**src/rtl/arc4_pkg.sv**
```systemverilog
// Shared types and constants for the ARC4 encryptor: top/KSA/PRGA state encodings,
// S-box geometry, the key-byte selector and the printable-range helper.
package arc4_pkg;

  localparam int         KEY_BYTES = 3;
  localparam int         S_SIZE    = 256;
  localparam logic [7:0] LAST_IDX  = 8'(S_SIZE - 1);
  localparam logic [7:0] PRINT_LO  = 8'h20;
  localparam logic [7:0] PRINT_HI  = 8'h7E;

  typedef enum logic [1:0] {
    ST_IDLE,
    ST_INIT,
    ST_KSA,
    ST_PRGA
  } state_e;

  typedef enum logic [2:0] {
    K_IDLE,
    K_INIT,
    K_RDI,
    K_RDJ,
    K_WRI,
    K_WRJ
  } ksa_state_e;

  typedef enum logic [2:0] {
    P_RDL,
    P_WRL,
    P_RDI,
    P_RDJ,
    P_WRI,
    P_WRJ,
    P_RDT,
    P_WRC
  } prga_state_e;

  // Key byte 0 is the most significant byte of the 24-bit key.
  function automatic logic [7:0] key_byte(input logic [23:0] key, input logic [1:0] idx);
    case (idx)
      2'd0:    key_byte = key[23:16];
      2'd1:    key_byte = key[15:8];
      default: key_byte = key[7:0];
    endcase
  endfunction

  function automatic logic is_printable(input logic [7:0] b);
    is_printable = (b >= PRINT_LO) && (b <= PRINT_HI);
  endfunction

endpackage

```
**src/rtl/arc4_ksa.sv**
```systemverilog
// S-box fill (256 cycles) then key schedule (4 cycles per index); owns the S port while busy.
// Accepts en only while rdy=1; rdy returns high once the last swap has been written.
module arc4_ksa
  import arc4_pkg::*;
(
  input  logic        clk,
  input  logic        rst_n,
  input  logic        en,
  output logic        rdy,
  output logic        in_ksa,
  input  logic [23:0] key,
  output logic [7:0]  s_addr,
  output logic [7:0]  s_wrdata,
  output logic        s_wren,
  input  logic [7:0]  s_rddata
);

  ksa_state_e  state_q, state_d;
  logic [7:0]  i_q, i_d;
  logic [7:0]  j_q, j_d;
  logic [7:0]  si_q, si_d;
  logic [1:0]  kidx_q, kidx_d;
  logic [23:0] key_q, key_d;

  always_comb begin
    state_d  = state_q;
    i_d      = i_q;
    j_d      = j_q;
    si_d     = si_q;
    kidx_d   = kidx_q;
    key_d    = key_q;
    rdy      = 1'b0;
    in_ksa   = 1'b0;
    s_addr   = 8'h00;
    s_wrdata = 8'h00;
    s_wren   = 1'b0;
    case (state_q)
      K_IDLE: begin
        rdy = 1'b1;
        if (en) begin
          key_d   = key;
          i_d     = 8'h00;
          state_d = K_INIT;
        end
      end
      K_INIT: begin
        s_addr   = i_q;
        s_wrdata = i_q;
        s_wren   = 1'b1;
        i_d      = i_q + 8'd1;
        if (i_q == LAST_IDX) begin
          j_d     = 8'h00;
          kidx_d  = 2'd0;
          state_d = K_RDI;
        end
      end
      K_RDI: begin
        in_ksa  = 1'b1;
        s_addr  = i_q;
        state_d = K_RDJ;
      end
      K_RDJ: begin
        // s_rddata holds S[i]; the new j is sent straight out as the next read address.
        in_ksa  = 1'b1;
        si_d    = s_rddata;
        j_d     = j_q + s_rddata + key_byte(key_q, kidx_q);
        s_addr  = j_d;
        state_d = K_WRI;
      end
      K_WRI: begin
        in_ksa   = 1'b1;
        s_addr   = i_q;
        s_wrdata = s_rddata;
        s_wren   = 1'b1;
        state_d  = K_WRJ;
      end
      K_WRJ: begin
        in_ksa   = 1'b1;
        s_addr   = j_q;
        s_wrdata = si_q;
        s_wren   = 1'b1;
        i_d      = i_q + 8'd1;
        kidx_d   = (kidx_q == 2'(KEY_BYTES - 1)) ? 2'd0 : kidx_q + 2'd1;
        state_d  = (i_q == LAST_IDX) ? K_IDLE : K_RDI;
      end
      default: state_d = K_IDLE;
    endcase
  end

  always_ff @(posedge clk or negedge rst_n) begin
    if (!rst_n) begin
      state_q <= K_IDLE;
      i_q     <= 8'h00;
      j_q     <= 8'h00;
      si_q    <= 8'h00;
      kidx_q  <= 2'd0;
      key_q   <= 24'h000000;
    end else begin
      state_q <= state_d;
      i_q     <= i_d;
      j_q     <= j_d;
      si_q    <= si_d;
      kidx_q  <= kidx_d;
      key_q   <= key_d;
    end
  end

endmodule

```
**src/rtl/arc4_encrypt.sv**
```systemverilog
// ARC4 encryptor top: job FSM plus PRGA (6 cycles per byte); jobs start on en while rdy=1.
// Optional plaintext printable check enabled by macro ARC4_ENC_PTCHECK_EN (pt_err tied 0 otherwise).
module arc4_encrypt
  import arc4_pkg::*;
(
  input  logic        clk,
  input  logic        rst_n,
  input  logic        en,
  output logic        rdy,
  input  logic [23:0] key,
  output logic [7:0]  pt_addr,
  input  logic [7:0]  pt_rddata,
  output logic [7:0]  ct_addr,
  output logic [7:0]  ct_wrdata,
  output logic        ct_wren,
  output logic [7:0]  s_addr,
  output logic [7:0]  s_wrdata,
  output logic        s_wren,
  input  logic [7:0]  s_rddata,
  output logic        pt_err
);

  state_e      state_q, state_d;
  prga_state_e ps_q, ps_d;
  logic [7:0]  i_q, i_d;
  logic [7:0]  j_q, j_d;
  logic [7:0]  si_q, si_d;
  logic [7:0]  sj_q, sj_d;
  logic [7:0]  len_q, len_d;
  logic [7:0]  k_q, k_d;
  logic [7:0]  ptb_q, ptb_d;

  logic        ksa_en, ksa_rdy, ksa_in_ksa, ksa_s_wren;
  logic [7:0]  ksa_s_addr, ksa_s_wrdata;
  logic        p_s_wren;
  logic [7:0]  p_s_addr, p_s_wrdata;
  logic        job_start;

  arc4_ksa u_ksa (
    .clk      (clk),
    .rst_n    (rst_n),
    .en       (ksa_en),
    .rdy      (ksa_rdy),
    .in_ksa   (ksa_in_ksa),
    .key      (key),
    .s_addr   (ksa_s_addr),
    .s_wrdata (ksa_s_wrdata),
    .s_wren   (ksa_s_wren),
    .s_rddata (s_rddata)
  );

  always_comb begin
    state_d    = state_q;
    ps_d       = ps_q;
    i_d        = i_q;
    j_d        = j_q;
    si_d       = si_q;
    sj_d       = sj_q;
    len_d      = len_q;
    k_d        = k_q;
    ptb_d      = ptb_q;
    rdy        = 1'b0;
    ksa_en     = 1'b0;
    job_start  = 1'b0;
    pt_addr    = 8'h00;
    ct_addr    = 8'h00;
    ct_wrdata  = 8'h00;
    ct_wren    = 1'b0;
    p_s_addr   = 8'h00;
    p_s_wrdata = 8'h00;
    p_s_wren   = 1'b0;
    case (state_q)
      ST_IDLE: begin
        rdy = 1'b1;
        if (en) begin
          ksa_en    = 1'b1;
          job_start = 1'b1;
          state_d   = ST_INIT;
        end
      end
      ST_INIT: begin
        if (ksa_in_ksa) state_d = ST_KSA;
      end
      ST_KSA: begin
        if (ksa_rdy) begin
          state_d = ST_PRGA;
          ps_d    = P_RDL;
          i_d     = 8'h00;
          j_d     = 8'h00;
        end
      end
      ST_PRGA: begin
        case (ps_q)
          P_RDL: begin
            pt_addr = 8'h00;
            ps_d    = P_WRL;
          end
          P_WRL: begin
            ct_addr   = 8'h00;
            ct_wrdata = pt_rddata;
            ct_wren   = 1'b1;
            len_d     = pt_rddata;
            k_d       = 8'd1;
            if (pt_rddata == 8'h00) state_d = ST_IDLE;
            else                    ps_d    = P_RDI;
          end
          P_RDI: begin
            // Plaintext byte k is fetched in parallel with the S[i] read.
            i_d      = i_q + 8'd1;
            p_s_addr = i_d;
            pt_addr  = k_q;
            ps_d     = P_RDJ;
          end
          P_RDJ: begin
            si_d     = s_rddata;
            j_d      = j_q + s_rddata;
            p_s_addr = j_d;
            ptb_d    = pt_rddata;
            ps_d     = P_WRI;
          end
          P_WRI: begin
            sj_d       = s_rddata;
            p_s_addr   = i_q;
            p_s_wrdata = s_rddata;
            p_s_wren   = 1'b1;
            ps_d       = P_WRJ;
          end
          P_WRJ: begin
            p_s_addr   = j_q;
            p_s_wrdata = si_q;
            p_s_wren   = 1'b1;
            ps_d       = P_RDT;
          end
          P_RDT: begin
            p_s_addr = si_q + sj_q;
            ps_d     = P_WRC;
          end
          P_WRC: begin
            ct_addr   = k_q;
            ct_wrdata = ptb_q ^ s_rddata;
            ct_wren   = 1'b1;
            k_d       = k_q + 8'd1;
            if (k_q == len_q) state_d = ST_IDLE;
            else              ps_d    = P_RDI;
          end
          default: state_d = ST_IDLE;
        endcase
      end
      default: state_d = ST_IDLE;
    endcase
  end

  assign s_addr   = (state_q == ST_PRGA) ? p_s_addr   : ksa_s_addr;
  assign s_wrdata = (state_q == ST_PRGA) ? p_s_wrdata : ksa_s_wrdata;
  assign s_wren   = (state_q == ST_PRGA) ? p_s_wren   : ksa_s_wren;

  always_ff @(posedge clk or negedge rst_n) begin
    if (!rst_n) begin
      state_q <= ST_IDLE;
      ps_q    <= P_RDL;
      i_q     <= 8'h00;
      j_q     <= 8'h00;
      si_q    <= 8'h00;
      sj_q    <= 8'h00;
      len_q   <= 8'h00;
      k_q     <= 8'h00;
      ptb_q   <= 8'h00;
    end else begin
      state_q <= state_d;
      ps_q    <= ps_d;
      i_q     <= i_d;
      j_q     <= j_d;
      si_q    <= si_d;
      sj_q    <= sj_d;
      len_q   <= len_d;
      k_q     <= k_d;
      ptb_q   <= ptb_d;
    end
  end

`ifdef ARC4_ENC_PTCHECK_EN
  logic pt_err_q, pt_err_d;
  logic pt_chk;

  assign pt_chk = (state_q == ST_PRGA) && (ps_q == P_RDJ);

  always_comb begin
    pt_err_d = pt_err_q;
    if (job_start)                                pt_err_d = 1'b0;
    else if (pt_chk && !is_printable(pt_rddata)) pt_err_d = 1'b1;
  end

  always_ff @(posedge clk or negedge rst_n) begin
    if (!rst_n) pt_err_q <= 1'b0;
    else        pt_err_q <= pt_err_d;
  end

  assign pt_err = pt_err_q;
`else
  assign pt_err = 1'b0;
`endif

endmodule

```
**config.mk**
```make
export PLATFORM = sky130hd
export DESIGN_NAME = arc4_encrypt
export DESIGN_NICKNAME = d
export VERILOG_FILES = /design/src/rtl/arc4_pkg.sv /design/src/rtl/arc4_ksa.sv /design/src/rtl/arc4_encrypt.sv
export SDC_FILE = /design/constraint.sdc
export NUM_CORES = 1
export LEC_CHECK = 0
export ABC_AREA = 0
export CORE_ASPECT_RATIO = 0.9
export CORE_MARGIN = 5
export CORE_UTILIZATION = 57
export CTS_CLUSTER_SIZE = 30
export DETAILED_ROUTE_END_ITERATION = 6
export PLACE_DENSITY = 0.8
export SLEW_MARGIN = 20
export SYNTH_ARGS = -nofsm -noshare
export SYNTH_HDL_FRONTEND = slang
export SYNTH_SLANG_ARGS = --single-unit
```
**constraint.sdc**
```tcl
create_clock -name clk -period 4.4 [get_ports clk]
set_input_delay 0.88 -clock clk [delete_from_list [all_inputs] [get_ports clk]]
set_output_delay 0.88 -clock clk [all_outputs]
set_load 0.005 [all_outputs]
```
# [Word level (Yosys, flattened, before mapping)]
# Cells that the tools add are included.
[classes] bitwise=1 n_reduce_logical=29 add_sub_neg=8 n_mux=53 n_eq_ne=31
[op_table] op="case mux 8 bit (2 select lines)" n=8
[op_table] op="2-to-1 mux 8 bit" n=13
[op_table] op="case mux 8 bit (3 select lines)" n=2
[op_table] op="case mux 8 bit (5 select lines)" n=1
[op_table] op="adder 8 bit" n=4
[op_table] op="adder 8 x 1 -> 8 bit (second input constant)" n=3
[op_table] op="case mux 3 bit (8 select lines)" n=1
[op_table] op="== test 3 bit (second input constant)" n=6
[op_table] op="case mux 3 bit (6 select lines)" n=1
[op_table] op="AND reduction 2 bit" n=9
[op_table] op="2-to-1 mux 2 bit" n=8
[op_table] op="2-to-1 mux 3 bit" n=5
[op_table] op="== test 3 x 2 -> 1 bit (second input constant)" n=4
[op_table] op="inequality test 3 bit (second input constant)" n=4
[op_table] op="2-to-1 mux 1 bit" n=10
[op_table] op="nonzero test 2 bit" n=5
[op_table] op="== test 8 bit" n=1
[op_table] op="== test 8 bit (second input constant)" n=1
[op_table] op="logical NOT 8 bit" n=1
[op_table] op="inequality test 2 bit (second input constant)" n=4
[op_table] op="case mux 2 bit (2 select lines)" n=2
[op_table] op="case mux 2 bit (4 select lines)" n=1
[op_table] op="bitwise XOR 8 bit" n=1
[op_table] op="== test 2 bit (second input constant)" n=3
[op_table] op="14 further kinds" n=24
[totals] in_bits=43 ff_bits=114 word_cells=137

# [Longest topological paths before layout]
# Gate-level depths: netlist of the first run.
[logic_depth] ltp_word=6 mapped_depth=15 ltp_nobuf=14

# [By module]
# Synthesis of the first run repeated with hierarchy kept, for this count alone.
[unflattened] hier_cells=795 hier_area_um2=7562.3
[by_module_without_submodules] mod="arc4_encrypt" cells_each=491 instances=1 area_each_um2=4415.5
[by_module_without_submodules] mod="arc4_ksa" cells_each=304 instances=1 area_each_um2=3146.8

# [Worst setup path before layout of the first run]
# Ideal clock, no wire load.
[synth_timing] path_kind="reg2out" start="reg u_ksa.kidx_q[0]" end="out s_addr[7]" path_stages_with_launch=16 path_buffers=1 path_slack_ns=0.543 arrival_ns=2.977 required_ns=3.520 cell_sequence="dfrtp_1 > clkbuf_1 > mux2i_1 > nor2_1 > a21oi_1 > fa_1 > inv_1 > ha_1 > inv_1 > fa_1 > nor2b_1 > o31ai_1 > a21oi_1 > xnor2_1 > o21ai_0 > o2bb2ai_1"
[synth_via] elab_chain_len=6 word_cells_on_any_way=7 cone_classes="add/sub: 1; eq/ne: 1; mux: 4; reduce/logical: 1"
[synth_lines] item="start: declaration" line="arc4_ksa.sv:22" text="logic [1:0] kidx_q, kidx_d;"
[synth_lines] item="start signal: assignment" line="arc4_ksa.sv:103" text="kidx_q <= kidx_d;"
[synth_lines] item="== test 2 x 1 -> 1 bit or logical NOT 2 bit (tied branches)" line="arc4_pkg.sv:40" text="case (idx)"
[synth_lines] item="case mux 8 bit (2 select lines) (*)" line="arc4_pkg.sv:40"
[synth_lines] item="2-to-1 mux 8 bit (*)" line="arc4_ksa.sv:37" text="case (state_q)"
[synth_lines] item="adder 8 bit (*)" line="arc4_ksa.sv:66" text="j_d = j_q + s_rddata + key_byte(key_q, kidx_q);"
[synth_lines] item="case mux 8 bit (3 select lines) (*)" line="arc4_ksa.sv:37"
[synth_lines] item="2-to-1 mux 8 bit (*)" line="arc4_encrypt.sv:153" text="assign s_addr = (state_q == ST_PRGA) ? p_s_addr : ksa_s_addr;"
[synth_lines] item="end: declaration" line="arc4_encrypt.sv:16" text="output logic [7:0] s_addr,"
# Mark *: on every way between the ends. The rest lies on a longest branch, timed or not. The select of a mux whose other input is x is not followed.

# [Worst setup path after layout of the first run]
[layout_timing] start="reg u_ksa.kidx_q[0]" end="out s_addr[2]"
# Same word-level chain as after synthesis.

==> results of run 1 <==
stage by stage:
stage	TNS (ps)	worst slack [ps]	cells	util	hold WS, ps
6_report	0	55.22	1161	0.7349	440.2
4_1_cts	0	1.422	1159	0.7291	449.9
5_1_grt	-59.68	-26.22	1161	0.7349	471.7
3_5_place_dp	-3027	-639.7	1126	0.6778	462.7
2_1_floorplan	0	543.4	878	-	445.0
3_3_place_gp	-2414	-516.7	1126	0.6778	459.2
kinds of logic (layout without fill, tap and decap cells):
family / count (synthesis) / after routing / share of synthesized area
buffers and inverters: 96 / 215 / 0.05358
XOR/XNOR: 47 / 47 / 0.05509
other: 1 / 1 / 0.0005019
AND/OR/NAND/NOR: 326 / 326 / 0.1986
adder cells (fa/ha/maj): 37 / 37 / 0.07200
AO/OA/AOI/OAI: 218 / 218 / 0.1837
flip-flops: 114 / 114 / 0.3818
multiplexers: 39 / 39 / 0.05476
per-layer routing:
layer  global-route usage  part of all wire  vias up
met5                    0                 0        -
met4              0.09062             0.027        0
met3              0.08660              0.11       53
met2               0.4129              0.44      404
met1               0.4111              0.43     3349
li1                     -                 -     3248
worst register-to-register path, stage by stage, from the launching register on:
cell     delay, ps
dfrtp_1        560
and3_1         430
or3b_1         650
nor2_4         420
and2_1         450
a22o_1         190
a22o_1         120
worst paths after layout:
check | endpoint | slack (ps) | depth (start not counted)
max | s_addr[2] | 60 | 13
min | u_ksa.i_q[7] | 440 | 1
max reg2reg | j_q[0] | 1510 | 6
min reg2reg | u_ksa.key_q[14] | 470 | 2
max in group asynchronous | i_q[2] | 3030 | 2
min in group clk | u_ksa.key_q[14] | 470 | 2
sequential cells by signal (all words and copies together) (netlist names):
signal         cells
u_ksa.state_q      3
state_q            2
u_ksa.si_q         8
si_q               8
ps_q               3
i_q                8
sj_q               8
u_ksa.kidx_q       2
k_q                8
u_ksa.i_q          8
ptb_q              8
j_q                8
u_ksa.j_q          8
u_ksa.key_q       24
len_q              8
power breakdown:
group / internal, W / switching (W) / leakage (nW)
Sequential: 0.00109 / 0.0000402 / 1.40
Clock: 0.000955 / 0.000488 / 0.293
Combinational: 0.000346 / 0.000341 / 2.56
Total: 0.00239 / 0.000869 / 4.26
cell type report:
cell class / count / area (um^2) / area share
multi-input combinational: 668 / 4325 / 0.4604
timing repair buffer: 138 / 1230 / 0.1309
sequential: 114 / 2853 / 0.3036
inverter: 46 / 172.7 / 0.01838
clock inverter: 10 / 158.9 / 0.01691
tap: 164 / 205.2 / 0.02184
clock buffer: 21 / 450.4 / 0.04794
placed cells by master, fill, tap and decap left out, types with 7 or more instances in the layout:
cell type        synthesis  routed
buf_4                    2      52
clkdlybuf4s50_1          0      74
and3_1                  14      14
xnor2_1                 32      31
o22ai_1                 12      11
mux2_2                  15      15
xor2_1                  15      15
inv_1                   46      42
mux2i_1                 24      24
nand3_1                 19      18
o21ai_1                  5       9
nor2_1                  55      55
nor2b_1                 12      11
nand2b_1                10      10
o21ai_0                 77      73
dfrtp_1                114     114
a221oi_1                 7       7
fa_1                    10       8
ha_1                    27      24
clkbuf_16                0      17
a22oi_1                 20      20
a21o_1                   8       8
and2_1                  11      11
a22o_1                  12      12
a21oi_1                 37      32
nand2_1                176     176
timing repair:
item | CTS | global route
setup buffers | 2 | 2
pin swaps | 13 | 12
hold buffers | 0 | 0
setup endpoints to repair | 7 | 6
resized for setup | 36 | 19
==> qor.csv, run 1 <==
stage,metric,value,unit
detailed_routing,DR vias,7054,
yosys,Ys Warns,0,
clock_tree,clock root buffer master,clkbuf_16,
clock_tree,clk buf depth,2,
detailed_routing,number of remaining DRC errors,0,
sta,Slew headroom,0.4929,
setup_path,startpoint types,register,
clock_tree,# H-tree levels,4,
yosys,synth unique cells,64,
setup_path,Crit Path Category,register to primary output,
sta,Fin Clk Skew,8.741,ps
clock_tree,clock-pin slew on the worst setup and hold paths,50,ps
setup_path,CP peak stage delay,580,ps
detailed_routing,Vias/cell,6.076,
floorplan,initial core utilization,0.5845,
grt,pin count of the biggest net entering global routing,40,
yosys,area of the mapped netlist,7472,um^2
setup_path,crit-path cells,"buf_6, mux2i_1, nor2_1, a21oi_2, fa_1, buf_6, fa_2, inv_1, mux2i_1, o22ai_1, nand2_1, o21ai_0, dlygate4sd2_1",
floorplan,Die H,118.6,um
floorplan,chip width,130.7,um
detailed_routing,DRT Pass-1 Iters,5,
cells_and_area,# diodes,0,
clock_tree,Clock Latency Late Sink,420,ps
yosys,Commonest cells post-synth,"nand2_1, dfrtp_1, o21ai_0, nor2_1, inv_1",
yosys,number of synthesized flops with an enable pin,0,
clock_tree,CTS sink cnt,114,
setup_path,Arrival @ worst endpoint,3460,ps
cells_and_area,design area,9395,um^2
yosys,largest area contributor in the netlist,dfrtp_1,
yosys,ranking of synthesized cells by area,"dfrtp_1, nand2_1, o21ai_0",
yosys,Syn Area/Cell,8.510,um^2
power_and_ir_drop,pwr dens,347.1,nW/um^2
sta,Final Hold Fails,0,
placed_design,RePlAce Congestion,0.9995,
sta,Final min period,4345,ps
sta,final setup vio count,0,
yosys,Mapped Cells,878,
sta,Final Cycle Share,0.9874,
power_and_ir_drop,P_leak,4.259,nW
detailed_routing,Post-Route WL,21890,um
setup_path,slowest CP cell,fa_2,
grt,initial antenna violation count,0,
sta,Final Slew Violations,0,
detailed_routing,antenna-violating nets left,0,
setup_path,reg2reg start,ps_q[1],
clock_tree,total CTS buffers,17,
grt,GRT Total Usage,0.2856,
floorplan,CORE AREA,12780,um^2
grt,vias in the first global route,6782,
power_and_ir_drop,"Power, Total",0.003261,W
job,Max-cap violations,0,
setup_path,"delay-heaviest family, CP",adder cells,
sta,Slew @ Worst Pin,759.1,ps
power_and_ir_drop,Peak VDD IR,283.5,uV
placed_design,port bufs,85,
cells_and_area,nets@finish,1065,
cells_and_area,fill count,954,
clock_tree,CTS tree,yes,
placed_design,DP HPWL,15450,um
setup_path,crit end category,primary output,
setup_path,Critical Path RT,3520,ps
yosys,"FF+latch count, synth",114,
detailed_routing,routed length per instance,18.85,um
floorplan,die area,15500,um^2
setup_path,launch point of the worst path,u_ksa.kidx_q[0],
setup_path,crit-path max FO,4,
detailed_routing,Detailed Route Iter0 Violations,731,
cells_and_area,fraction of layout cells with a size suffix above 1,0.1354,
yosys,synthesized net count,958,
setup_path,Buf/Inv on CP,4,
floorplan,io pins,87,
yosys,"count leader, synth",nand2_1,
yosys,Synth top area share,0.3818,
min_path,HP Class,input port to asynchronous set/reset pin,
floorplan,row cnt,39,
grt,grt total ovfl,0,
yosys,asr flop ratio synth,1.000,
yosys,"Seq/Total Area, Yosys",0.3818,
sta,FMAX,230.2,MHz
placed_design,Placed Instance Area,8666,um^2
yosys,ys flop type,dfrtp_1,
cells_and_area,Area Growth Syn to Fin,25.74,%
grt,first-pass GRT wire length,34780,um
status,status,"finished, final reports clean",
Power figures use the tool's default switching activity.
==> run 2: changes to the inputs <==
--- a/config.mk
+++ b/config.mk
@@ -7,10 +7,12 @@
 export LEC_CHECK = 0
 export ABC_AREA = 0
 export CORE_ASPECT_RATIO = 0.9
-export CORE_MARGIN = 5
-export CORE_UTILIZATION = 57
+export CORE_MARGIN = 3
+export CORE_UTILIZATION = 65
+export CTS_CLUSTER_DIAMETER = 120
 export CTS_CLUSTER_SIZE = 30
 export DETAILED_ROUTE_END_ITERATION = 6
+export DONT_BUFFER_PORTS = 1
 export PLACE_DENSITY = 0.8
 export SLEW_MARGIN = 20
 export SYNTH_ARGS = -nofsm -noshare
==> run 2 against run 1 <==
Sequential share of layout area is 5.1 points higher. Via count is 7.8% lower. Power is 14% lower. Largest power group unchanged. Clock skew is 1.8 ps lower. Fmax is 1.8% higher. Cell count is 12% lower. Setup slack better by 77 ps. Critical path depth stayed put. Count of clock-buffer cells in the layout is 2 lower. Design area is 14% lower. Utilization is 0.61 points lower. Clock power is 13% lower.
==> qor.csv, run 2 (synthesis gave the netlist of run 1 again) <==
stage,metric,value,unit
setup_path,reg2reg setup slack,1240,ps
setup_path,startpoint types,register,
floorplan,die area,12820,um^2
sta,Final Cycle Share,0.9699,
detailed_routing,routed length per instance,19.95,um
floorplan,CORE AREA,11040,um^2
cells_and_area,# diodes,0,
placed_design,port bufs,0,
cells_and_area,most frequent cells in the layout,"nand2_1, dfrtp_1, o21ai_0",
cells_and_area,Largest Register,u_ksa.key_q,
setup_path,Critical Path RT,3520,ps
placed_design,RePlAce Congestion,0.9663,
setup_path,crit-path max FO,5,
sta,Fin Clk Skew,6.954,ps
detailed_routing,Post-Route WL,20330,um
clock_tree,Clock Latency Late Sink,440,ps
floorplan,initial core utilization,0.6771,
power_and_ir_drop,P_leak,3.639,nW
power_and_ir_drop,Peak VDD IR,276.2,uV
clock_tree,total CTS buffers,17,
floorplan,io pins,87,
clock_tree,clock root buffer master,clkbuf_16,
sta,RSZ-0062 raised after global routing,no,
setup_path,crit-path cells,"buf_4, mux2i_1, nor2_1, a21oi_1, fa_1, inv_1, ha_1, a21oi_2, o21bai_1, xnor2_1, nor2_1, a311oi_1, o22ai_1",
grt,initial antenna violation count,0,
setup_path,Reg2Reg Depth,7,
clock_tree,CTS Hold Bufs,0,
sta,Final Hold Fails,0,
grt,pin count of the biggest net entering global routing,115,
status,status,"finished, final reports clean",
clock_tree,# H-tree levels,4,
cells_and_area,fraction of layout cells with a size suffix above 1,0.07843,
power_and_ir_drop,"Power, Total",0.002802,W
clock_tree,clk buf depth,2,
clock_tree,CTS tree,yes,
sta,Final min period,4268,ps
setup_path,reg2reg end,j_q[2],
detailed_routing,DR vias,6505,
sta,final setup TNS,0,ps
grt,grt total ovfl,0,
detailed_routing,antenna-violating nets left,0,
setup_path,reg2reg start,state_q[1],
clock_tree,clock-pin slew on the worst setup and hold paths,60,ps
floorplan,Die H,107.7,um
sta,final setup vio count,0,
sta,Slew @ Worst Pin,1080,ps
setup_path,Arrival @ worst endpoint,3390,ps
detailed_routing,number of remaining DRC errors,0,
cells_and_area,nets@finish,935,
cells_and_area,Area Growth Syn to Fin,7.636,%
sta,Final Slew Violations,0,
setup_path,Crit Path Category,register to primary output,
detailed_routing,Vias/cell,6.384,
detailed_routing,Detailed Route Iter0 Violations,816,
grt,first-pass GRT wire length,32860,um
power_and_ir_drop,pwr dens,348.4,nW/um^2
grt,vias in the first global route,6337,
floorplan,chip width,119.0,um
cells_and_area,Largest register FFs,24,
detailed_routing,DRT Pass-1 Iters,7,
clock_tree,CTS sink cnt,114,
sta,FMAX,234.3,MHz
setup_path,Most common cell on crit path,nor2_1,
setup_path,slowest CP cell,fa_1,
job,Max-cap violations,0,
cells_and_area,"commonest non-fill, non-tap cell in the layout",nand2_1,
min_path,HP Class,input port to asynchronous set/reset pin,
setup_path,crit end category,primary output,
placed_design,DP HPWL,14340,um
setup_path,CP peak stage delay,600,ps
grt,GRT Total Usage,0.3310,
floorplan,row cnt,36,
sta,Slew headroom,0.2782,
==> run 2: worst max path at each step <==
stage                endpoint       startpoint  slack, ps
floorplan           s_addr[7]  u_ksa.kidx_q[0]        540
global placement    s_addr[5]      s_rddata[1]        480
detailed placement  s_addr[5]      s_rddata[1]        380
CTS                 s_addr[5]  u_ksa.kidx_q[0]         20
global route        s_addr[5]  u_ksa.kidx_q[0]          3
finish              s_addr[4]  u_ksa.kidx_q[0]        130
==> run 2: what timing repair did <==
action	in CTS	in global routing
setup endpoints to repair	2	2
buffers inserted	0	2
gates resized for setup	3	6
==> run 2: critical path, delay by kind of cell (launching register included) <==
family | cells | cell delay, ps
compound gates | 5 | 950
fa+ha+maj | 2 | 920
flops | 1 | 440
buf+inv | 2 | 230
simple gates | 2 | 160
xor+xnor | 1 | 130
mux | 1 | 110
==> run 2: report_power, final <==
| part | internal, W | switching [W] | total [W] |
|---|---|---|---|
| Clock | 0.000728 | 0.000529 | 0.00126 |
| Combinational | 0.000195 | 0.000225 | 0.000420 |
| Sequential | 0.00109 | 0.0000347 | 0.00113 |
==> run 2: cell type report <==
| class | count | area [um^2] |
|---|---|---|
| fillers | 861 | 2993 |
| clock inverters | 12 | 87.58 |
| inverters | 46 | 172.7 |
| flip-flops and latches | 114 | 2855 |
| repair buffers | 8 | 60.06 |
| clock buffers | 19 | 442.9 |
| multi-input cells | 668 | 4234 |
| well taps | 152 | 190.2 |
==> run 2: per-layer routing <==
layer	vias to the layer above	track usage	part of all wire
met2	347	0.4857	0.43
met3	58	0.1161	0.12
li1	2987	-	-
met4	0	0.1232	0.028
met5	-	0	0
met1	3113	0.4534	0.42
==> run 2: per-stage QoR <==
step | worst slack [ps] | utilization | instance area, um^2 | std cells | hold WS, ps
5_1_grt | 3.117 | 0.7288 | 8043 | 1019 | 133.0
6_report | 132.4 | 0.7288 | 8043 | 1019 | 138.3
3_3_place_gp | 475.2 | 0.6778 | 7480 | 986 | 461.1
2_1_floorplan | 543.4 | - | 7472 | 878 | 445.0
3_5_place_dp | 381.5 | 0.6778 | 7480 | 986 | 464.0
4_1_cts | 20.46 | 0.7261 | 8013 | 1017 | 137.8
==> run 3: changes to the inputs <==
--- a/config.mk
+++ b/config.mk
@@ -13,6 +13,7 @@
 export CTS_CLUSTER_SIZE = 30
 export DETAILED_ROUTE_END_ITERATION = 6
 export DONT_BUFFER_PORTS = 1
+export GPL_TIMING_DRIVEN = 0
 export PLACE_DENSITY = 0.8
 export SLEW_MARGIN = 20
 export SYNTH_ARGS = -nofsm -noshare
==> run 3 against run 2 <==
Combinational power rose by 9.5%. Critical path type unchanged. Count of clock-buffer cells in the layout rose by 1. Clock power rose by 21%.
==> qor.csv, run 3 (synthesis gave the netlist of run 1 again) <==
stage,metric,value,unit
status,status,"finished, final reports clean",
cells_and_area,design area,8363,um^2
power_and_ir_drop,pwr dens,372.5,nW/um^2
job,Max-cap violations,0,
setup_path,Crit Path Category,register to primary output,
placed_design,pre-CTS WS,-264.0,ps
grt,vias in the first global route,6723,
detailed_routing,Detailed Route Iter0 Violations,700,
detailed_routing,Vias/cell,6.454,
placed_design,Placed Instance Area,7662,um^2
detailed_routing,number of remaining DRC errors,0,
sta,Final Slew Violations,0,
sta,Final Hold Fails,0,
setup_path,slowest CP cell,fa_1,
sta,FMAX,234.3,MHz
clock_tree,clock root buffer master,clkbuf_16,
setup_path,crit-path cells,"buf_4, mux2i_1, nor2_1, a21oi_2, fa_1, inv_1, ha_1, nor2b_4, o31ai_1, a21oi_1, xnor2_2, o21ai_2, o2bb2ai_1",
cells_and_area,Area Growth Syn to Fin,11.92,%
sta,Final min period,4268,ps
sta,Slew @ Worst Pin,966.8,ps
grt,grt total ovfl,0,
floorplan,Die H,107.7,um
grt,routing usage on met2,0.5147,
placed_design,DP HPWL,15430,um
grt,met1 GRT Util,0.4663,
sta,Slew headroom,0.3516,
cells_and_area,"commonest non-fill, non-tap cell in the layout",nand2_1,
floorplan,CORE AREA,11040,um^2
grt,initial antenna violation count,0,
cells_and_area,nets@finish,977,
cells_and_area,# diodes,0,
sta,Final Cycle Share,0.9701,
grt,pin count of the biggest net entering global routing,115,
grt,first-pass GRT wire length,34160,um
setup_path,crit-path max FO,8,
sta,final setup TNS,0,ps
clock_tree,clk buf depth,2,
cells_and_area,fill count,820,
sta,Fin Clk Skew,7.635,ps
sta,Setup WS post-layout,131.7,ps
clock_tree,total CTS buffers,17,
cells_and_area,most frequent cells in the layout,"nand2_1, dfrtp_1, o21ai_0",
clock_tree,clock-pin slew on the worst setup and hold paths,60,ps
setup_path,Arrival @ worst endpoint,3390,ps
power_and_ir_drop,Peak VDD IR,280.8,uV
clock_tree,Clock Latency Late Sink,430,ps
cells_and_area,fraction of layout cells with a size suffix above 1,0.08901,
detailed_routing,antenna-violating nets left,0,
setup_path,Critical Path RT,3520,ps
placed_design,RePlAce Congestion,0.9494,
floorplan,chip width,119.0,um
grt,grt met3 use,0.1056,
detailed_routing,Post-Route WL,21440,um
detailed_routing,routed length per instance,20.19,um
floorplan,row cnt,36,
grt,GRT Total Usage,0.3432,
floorplan,io pins,87,
detailed_routing,DRT Pass-1 Iters,5,
cells_and_area,Largest Register,u_ksa.key_q,
setup_path,crit end category,primary output,
grt,Top Usage Layer GRT,met2,
sta,RSZ-0062 raised after global routing,no,
placed_design,port bufs,0,
min_path,HP Class,input port to asynchronous set/reset pin,
setup_path,CP peak stage delay,500,ps
detailed_routing,DR vias,6854,
setup_path,startpoint types,register,
clock_tree,CTS sink cnt,114,
clock_tree,# H-tree levels,4,
sta,final setup vio count,0,
clock_tree,CTS tree,yes,
floorplan,die area,12820,um^2
clock_tree,CTS Hold Bufs,0,
cells_and_area,Largest register FFs,24,
power_and_ir_drop,P_leak,3.789,nW
floorplan,initial core utilization,0.6771,
[run 3: cell types whose count changed in the layout (fill, tap and decap cells not counted), sizes merged]
cell	previous run	this run
clkbuf	19	54
buf	8	16
bufinv	0	5
clkinv	6	2
clkinvlp	5	4
[run 3: timing repair]
item / 4_1_cts / 5_1_grt
resized for setup: 5 / 14
setup endpoints to repair: 6 / 5
hold endpoints to repair: 0 / 0
pin swaps: 0 / 1
buffers inserted: 2 / 0
gates cloned: 0 / 0
[run 3: through the flow]
stage / std cells / power [W] / util / hold WS, ps
2_1_floorplan: 878 / 0.001460 / - / 445.0
3_3_place_gp: 1030 / 0.001534 / 0.6943 / 458.9
3_5_place_dp: 1030 / 0.001564 / 0.6943 / 465.2
4_1_cts: 1062 / 0.003077 / 0.7543 / 143.3
5_1_grt: 1062 / 0.003224 / 0.7578 / 134.8
6_report: 1062 / 0.003115 / 0.7578 / 147.6
[run 3: area by class of cell]
| type | count | area, um^2 | area share |
|---|---|---|---|
| clock buffer | 20 | 436.7 | 0.05221 |
| inverter | 46 | 172.7 | 0.02065 |
| buffer | 48 | 221.5 | 0.02648 |
| clock inverter | 12 | 206.4 | 0.02469 |
| sequential | 114 | 2855 | 0.3414 |
| timing repair buffer | 2 | 15.01 | 0.001795 |
| tap | 152 | 190.2 | 0.02274 |
| multi-input combinational | 668 | 4265 | 0.5100 |
[run 3: power breakdown]
part | internal [W] | leakage [nW] | switching (W)
Clock | 0.00101 | 0.297 | 0.000509
Sequential | 0.00109 | 1.40 | 0.0000492
Combinational | 0.000208 | 2.09 | 0.000252
[run 3: critical path: cells and delay by family (launching register included)]
family | cells | cell delay [ps]
flops | 1 | 440
compound gates | 5 | 830
mux | 1 | 120
simple gates | 2 | 300
buf+inv | 2 | 230
fa+ha+maj | 2 | 850
xor+xnor | 1 | 180
[run 3: worst paths after layout]
| check | slack, ps | depth (start not counted) | to | start |
|---|---|---|---|---|
| min | 150 | 0 | u_ksa.i_q[5] | rst_n |
| min in group clk | 480 | 2 | u_ksa.key_q[21] | u_ksa.key_q[21] |
| max | 130 | 13 | s_addr[7] | u_ksa.kidx_q[0] |
| max reg2reg | 1510 | 12 | u_ksa.j_q[7] | u_ksa.kidx_q[1] |
| min reg2reg | 480 | 2 | u_ksa.key_q[21] | u_ksa.key_q[21] |
| max in group asynchronous | 4100 | 0 | u_ksa.kidx_q[0] | rst_n |
[run 3: layer usage]
layer | share of wire | wire length, um | vias to the layer above
met4 | 0.030 | 644 | 0
met5 | 0 | 0 | -
met1 | 0.41 | 8853 | 3350
li1 | - | - | 3070
met3 | 0.11 | 2452 | 58
met2 | 0.44 | 9486 | 376
